===== config.mk =====
export PLATFORM = sky130hd
export DESIGN_NAME = rng_stream
export DESIGN_NICKNAME = d
export VERILOG_FILES = /design/src/rtl/rng_pkg.sv /design/src/rtl/rng_lfsr_core.sv /design/src/rtl/rng_stream.sv
export SDC_FILE = /design/constraint.sdc
export NUM_CORES = 1
export LEC_CHECK = 0
export ABC_CLOCK_PERIOD_IN_PS = 1400
export CAP_MARGIN = 0
export CORE_ASPECT_RATIO = 1.25
export CORE_MARGIN = 2
export CORE_UTILIZATION = 25
export CTS_CLUSTER_DIAMETER = 40
export CTS_CLUSTER_SIZE = 14
export DETAILED_ROUTE_END_ITERATION = 6
export PLACE_DENSITY = 0.47
export SYNTH_ARGS = -nofsm -noshare
export SYNTH_HDL_FRONTEND = slang
export SYNTH_SLANG_ARGS = --single-unit

===== constraint.sdc =====
create_clock -name clk -period 1.4 [get_ports clk]
set_input_delay 0.28 -clock clk [delete_from_list [all_inputs] [get_ports clk]]
set_output_delay 0.28 -clock clk [all_outputs]
set_load 0.02 [all_outputs]

===== src/rtl/rng_pkg.sv =====
// Shared types and default constants for the rng_stream LFSR random source.
package rng_pkg;

  typedef enum logic {
    FILL  = 1'b0,
    VALID = 1'b1
  } rng_state_t;

  localparam logic [7:0] RNG_DEF_TAPS8 = 8'hB8;
  localparam logic [7:0] RNG_DEF_SEED8 = 8'hA9;

endpackage


===== src/rtl/rng_lfsr_core.sv =====
// XNOR-feedback LFSR state register with step/load control.
// Optional macro RNG_LOCKUP_GUARD_EN replaces an all-ones seed with SEED and flags it.
module rng_lfsr_core #(
  parameter int unsigned       WIDTH = 8,
  parameter logic [WIDTH-1:0]  TAPS  = 8'hB8,
  parameter logic [WIDTH-1:0]  SEED  = 8'hA9
) (
  input  logic             clk,
  input  logic             rst_n,
  input  logic             step,
  input  logic             load,
  input  logic [WIDTH-1:0] seed_in,
  output logic [WIDTH-1:0] state,
  output logic [WIDTH-1:0] next,
  output logic             seed_err
);

  logic [WIDTH-1:0] state_reg;
  logic [WIDTH-1:0] load_val;

  // XNOR feedback: all-ones is the single lock-up state, all-zeros is legal.
  assign next  = {state_reg[WIDTH-2:0], ~^(state_reg & TAPS)};
  assign state = state_reg;

`ifdef RNG_LOCKUP_GUARD_EN
  logic lockup;
  logic seed_err_reg;

  assign lockup   = &seed_in;
  assign load_val = lockup ? SEED : seed_in;
  assign seed_err = seed_err_reg;

  always_ff @(posedge clk or negedge rst_n) begin
    if (!rst_n) begin
      seed_err_reg <= 1'b0;
    end else begin
      seed_err_reg <= load & lockup;
    end
  end
`else
  assign load_val = seed_in;
  assign seed_err = 1'b0;
`endif

  always_ff @(posedge clk or negedge rst_n) begin
    if (!rst_n) begin
      state_reg <= SEED;
    end else if (load) begin
      state_reg <= load_val;
    end else if (step) begin
      state_reg <= next;
    end
  end

endmodule


===== src/rtl/rng_stream.sv =====
// LFSR random-word source with valid/ready output; each word uses OUT_W fresh shifts.
// Lock-up seed protection is enabled by defining RNG_LOCKUP_GUARD_EN.
module rng_stream
  import rng_pkg::*;
#(
  parameter int unsigned      WIDTH = 8,
  parameter logic [WIDTH-1:0] TAPS  = RNG_DEF_TAPS8,
  parameter logic [WIDTH-1:0] SEED  = RNG_DEF_SEED8,
  parameter int unsigned      OUT_W = 8
) (
  input  logic             clk,
  input  logic             rst_n,
  input  logic             en,
  input  logic             seed_ld,
  input  logic [WIDTH-1:0] seed_in,
  output logic             out_valid,
  input  logic             out_ready,
  output logic [OUT_W-1:0] out_data,
  output logic             seed_err
);

  localparam int unsigned     CW   = $clog2(OUT_W + 1);
  localparam logic [CW-1:0]   LAST = CW'(OUT_W - 1);

  rng_state_t       fsm_reg, fsm_next;
  logic [CW-1:0]    cnt_reg, cnt_next;
  logic [OUT_W-1:0] data_reg, data_next;
  logic             step;
  logic [WIDTH-1:0] lfsr_state;
  logic [WIDTH-1:0] lfsr_next;

  rng_lfsr_core #(
    .WIDTH (WIDTH),
    .TAPS  (TAPS),
    .SEED  (SEED)
  ) u_core (
    .clk      (clk),
    .rst_n    (rst_n),
    .step     (step),
    .load     (seed_ld),
    .seed_in  (seed_in),
    .state    (lfsr_state),
    .next     (lfsr_next),
    .seed_err (seed_err)
  );

  always_ff @(posedge clk or negedge rst_n) begin
    if (!rst_n) begin
      fsm_reg  <= FILL;
      cnt_reg  <= '0;
      data_reg <= '0;
    end else begin
      fsm_reg  <= fsm_next;
      cnt_reg  <= cnt_next;
      data_reg <= data_next;
    end
  end

  // A seed load overrides everything, including a simultaneous consume.
  always_comb begin
    fsm_next  = fsm_reg;
    cnt_next  = cnt_reg;
    data_next = data_reg;
    step      = 1'b0;
    if (seed_ld) begin
      fsm_next = FILL;
      cnt_next = '0;
    end else begin
      case (fsm_reg)
        FILL: begin
          if (en) begin
            step = 1'b1;
            if (cnt_reg == LAST) begin
              cnt_next  = '0;
              data_next = lfsr_next[OUT_W-1:0];
              fsm_next  = VALID;
            end else begin
              cnt_next = cnt_reg + CW'(1);
            end
          end
        end
        VALID: begin
          if (out_ready) fsm_next = FILL;
        end
        default: fsm_next = FILL;
      endcase
    end
  end

  assign out_valid = (fsm_reg == VALID);
  assign out_data  = data_reg;

  // Full LFSR state is observable only through out_data when OUT_W == WIDTH.
  logic unused_state;
  assign unused_state = ^lfsr_state;

endmodule


* After elaboration in Yosys (flattened, before gate mapping)
Index checks and enable logic that the tools add are counted.
** Word-level totals
- Register bits after elaboration :: 21
- Memories kept :: 0
- Bits of input ports :: 13
- RAM bits :: 0
- Bits in read-only memories :: 0
- Bits in latches :: 0
** Cells by class
- Div/mod/pow operators :: 0
- Eq/ne operators :: 2
- Mux-type cells :: 14
- $lt $le $gt $ge :: 0
- Bitwise gates (word level) :: 2
- $mul :: 0
- Add/subtract/negate cells :: 1
- Reduce and logical (&&, ||, !) cells :: 5
- Shifts and indexed selects :: 0
** Operators with widths (count)
- $mux W4 :: 4
- $mux W8 :: 2
- $reduce_xnor A8 Y1 :: 1
- $mux W1 :: 7
- $add A4 B1 Y4 const B :: 1
- $eq A4 B3 Y1 const B :: 1
- $reduce_and A4 Y1 :: 1
- $reduce_bool A2 Y1 :: 2
- $ne A2 B2 Y1 const B :: 1
- $not A1 Y1 :: 2
- $pmux W1 S2 :: 1
- $reduce_and A2 Y1 :: 1

* Logic depth before layout (Yosys ltp)
- Word-level depth :: 5
- Mapped depth :: 5
- Gate-level depth less buffers :: 4

* By module
From an unflattened synthesis, not the netlist that was laid out.
** Unflattened totals
- Cell total of the unflattened synthesis :: 90
- Area, all modules :: 1047.3 µm²
** Modules (own cells, without submodules)
- rng_stream :: seq. area each 325.3 µm², area each 583.1 µm², times used 1, cells an instance 42
- rng_lfsr_core :: seq. area each 205.2 µm², area each 464.2 µm², times used 1, cells an instance 48

* Least setup slack after synthesis
Ideal clock, no wire load.
- Kind :: reg2reg
- From :: reg fsm_reg, in the netlist out_valid
- To :: reg data_reg[1], in the netlist out_data[1]
- Buffers on the path :: 2
- Arrival :: 1490 ps
- Stages on the path, launching flop included :: 6
- Clock period less this slack :: 1615 ps
- Slack :: -215 ps
- Path through :: dfrtp_1 nand2b_4 buf_6 or3_1 buf_6 mux2_4
** Between the ends
- Longest elaborated chain between the ends :: 2
** RTL lines
- start: declaration :: line rng_stream.sv:25 : rng_state_t fsm_reg, fsm_next;
- start signal: assignment :: line rng_stream.sv:53 : fsm_reg <= fsm_next;
- $not A1 Y1 (no source line)
- $reduce_and A4 Y1 (no source line)
- end signal: assignment :: line rng_stream.sv:55 : data_reg <= data_next;
- end: declaration :: line rng_stream.sv:27 : logic [OUT_W-1:0] data_reg, data_next;
Every way passes these cells.
A chain may end at the register's enable or synchronous reset.

* Final worst setup path
- From :: reg cnt_reg[1]
- To :: reg data_reg[3], in the netlist out_data[3]
** Between the ends
- Longest elaborated chain between the ends :: 2
** RTL lines
- start: declaration :: line rng_stream.sv:26 : logic [CW-1:0] cnt_reg, cnt_next;
- start signal: assignment :: line rng_stream.sv:54 : cnt_reg <= cnt_next;
- $eq A4 B3 Y1 :: line rng_stream.sv:73 : if (cnt_reg == LAST) begin
- $reduce_and A4 Y1 (no source line)
Every way passes these cells.

==> results.sh <==
export IMPL_finalSetupViolations=8
export IMPL_setup_tns_final_ns=-1.15
export IMPL_met3_usage_pct=2.58
export IMPL_drt_wirelength_per_cell_um=12.4
export IMPL_maxSlewViolCount=0
export IMPL_hold_buffers=0
export IMPL_p_int_mw=0.949
export IMPL_power_mw=1.25
export IMPL_use_met1_pct=13.3
export IMPL_vias=716
export IMPL_synthesis_area_mm2=0.00101
export IMPL_syn_num_nets=98
export IMPL_synthArstFlopShare_pct=100
export IMPL_n_fill_cell=403
export IMPL_cts_buffer_depth=2
export IMPL_gp_congestion=0.662
export IMPL_synth_cell_type_count=26
export IMPL_start_util_pct=26.4
export IMPL_die_y_um=74.9
export IMPL_drcViolationCount=0
export IMPL_dpl_cell_count=166
export IMPL_ys_seq_area_share_pct=52.7
export IMPL_rows=25
export IMPL_finalHoldViolCount=0
export IMPL_startpoint_type="register"
export IMPL_drt_iter0_markers=25
export IMPL_seq_power_share_pct=54.4
export IMPL_timing_fmax_ghz=0.643
export IMPL_met2_usage_pct=17.3
export IMPL_track_usage_pct=10.7
export IMPL_synth_edf_count=0
export IMPL_seq_area_um2=532
export IMPL_path_class="register to register"
export IMPL_rsz0062_at_grt="yes"
export IMPL_dieArea_mm2=0.00455
export IMPL_yosysWarningCount=0
export IMPL_p_switching_mw=0.298
export IMPL_hold_slack_ns=0.352
export IMPL_drt_vias_per_instance=4.14
export IMPL_dp_final_hpwl_mm=1.54
export IMPL_die_w_um=60.7
export IMPL_overflow=0
export IMPL_cts_root_buffer="clkbuf_8"
export IMPL_grt_most_used_layer="met2"
export IMPL_antenna_found_initial=0
export IMPL_critPathMaxFanout=5
export IMPL_powerDensity_mw_per_mm2=870
export IMPL_swShare_pct=23.9
export IMPL_syn_avg_cell_area_um2=12.0
export IMPL_cts_sinks=21
export IMPL_ys_ff_latch=21
export IMPL_syn_inst=84
export IMPL_cp_arrival_ns=1.70
export IMPL_max_cap_violations=0
export IMPL_clkTransAtPathRegs_ns=0.08
export IMPL_core_area_mm2=0.00382
export IMPL_drive_above_1_share_pct=32.8
export IMPL_cts_made_buffers=3
export IMPL_h_tree_depth=1
export IMPL_required_ns=1.55
export IMPL_finalCoreUtilization_pct=37.5
export IMPL_p_comb_share_pct=14.3
export IMPL_skew_ns=0.00781
export IMPL_cts_tree="done"
export IMPL_critPathCaptureType="register"
export IMPL_finalNetCount=134
export IMPL_p_leak_nw=0.689
export IMPL_first_pass_iters=4
export IMPL_status="finished, violations left"
export IMPL_grt_pass1_vias=774
export IMPL_multi_input_area_um2=463
export IMPL_clock_latency_ns=0.26
export IMPL_synth_ff_type="dfrtp_1"
export IMPL_ir_drop_v=0.000281
export IMPL_num_antenna_cells=0
export IMPL_pin_count=23
export IMPL_grt_pass1_wl_mm=3.59
export IMPL_finalCritPeriodShare_pct=111
export IMPL_setup_slack_ns=-0.156
export IMPL_drtAntennaViolNets=0
export IMPL_final_cells=173
export IMPL_port_buffers=21
export IMPL_grt_max_degree=24
export IMPL_fin_crit_ns=1.56
export IMPL_power_frac_clock_pct=31.3
export IMPL_syn2layout_area_growth_pct=42.4
export IMPL_violations="setup timing"
export IMPL_hold_path_class="primary input to asynchronous set/reset pin"
export IMPL_routed_wl_mm=2.14
==> kinds of logic after synthesis <==
group | Yosys count | share of synthesized area, %
simple gates | 21 | 11.8
flops | 21 | 52.7
xor+xnor | 4 | 3.48
mux | 14 | 17.4
fa+ha+maj | 1 | 1.24
other cells | 1 | 0.373
buf+inv | 6 | 4.23
compound gates | 16 | 8.71
==> power groups by stage <==
stage / Clock, mW / Combinational [mW] / Sequential [mW]
6_report: 0.391 / 0.179 / 0.678
5_1_grt: 0.442 / 0.200 / 0.683
4_1_cts: 0.410 / 0.179 / 0.677
3_5_place_dp: 0 / 0.176 / 0.689
3_3_place_gp: 0 / 0.173 / 0.689
2_1_floorplan: 0 / 0.0931 / 0.685
==> final timing paths <==
path                        startpoint              end  slack [ns]  cells past startpoint
max                         cnt_reg[1]      out_data[3]       -0.16                      5
min                              rst_n      out_data[1]        0.35                      2
max reg2reg                 cnt_reg[1]      out_data[3]       -0.16                      5
min reg2reg                out_data[4]      out_data[4]        0.51                      1
max in group asynchronous        rst_n  u_core.state[7]        0.76                      2
min in group clk           out_data[4]      out_data[4]        0.51                      1
==> worst max-delay path: stages (launching register included) <==
cell and delay, ns:
dfrtp_1 0.37, ha_2 0.18, nand3b_1 0.11, or3_4 0.36
buf_6 0.15, mux2_4 0.29
==> metrics by stage <==
stage	setup slack, ns	area, µm²
finish	-0.156	1430
global route	-0.197	1430
CTS	-0.168	1420
detailed placement	-0.397	1340
global placement	-0.391	1340
floorplan	-0.188	1010
==> synth_stat cells, types with 2 or more instances <==
library cell / number / area, µm²
dfrtp_1: 17 / 425
mux2i_1: 7 / 70.1
clkbuf_1: 2 / 7.51
xor2_1: 2 / 17.5
o21ai_0: 10 / 50.1
mux2_4: 7 / 105
o31ai_1: 2 / 15.0
xnor2_1: 2 / 17.5
dfstp_2: 4 / 105
nand2_1: 10 / 37.5
nand3b_1: 3 / 22.5
a21oi_1: 3 / 15.0
buf_6: 2 / 22.5
==> layout by cell type, fill, tap and decap left out, types with 3 or more instances in the layout <==
cell type        Yosys  layout
buf_4                1      13
buf_6                2       3
clkbuf_8             0       3
clkdlybuf4s50_1      0      11
dfrtp_1             17      16
dfstp_2              4       4
dlygate4sd2_1        0       9
mux2_4               7       7
mux2i_1              7       7
nand2_1             10      10
nand3b_1             3       3
o21ai_0             10       9
==> what timing repair did <==
action                                  in CTS  in global routing
resized for setup                           16                  7
hold endpoints to repair                     0                  0
buffers inserted                             3                  0
pin swaps                                    4                  1
endpoints found under the setup margin      20                 11
==> routing by layer <==
layer / part of all wire, % / wire length, µm
met1: 46 / 990
met2: 47 / 1010
met3: 4.6 / 99
met4: 1.6 / 34
met5: 0 / 0
==> layout make-up <==
type / count / share of cell area (%)
sequential: 21 / 37.1
multi-input combinational: 57 / 32.3
timing repair buffer: 37 / 22.7
tap: 54 / 4.72
clock buffer: 4 / 3.14
(Power assumes the default switching activity.)
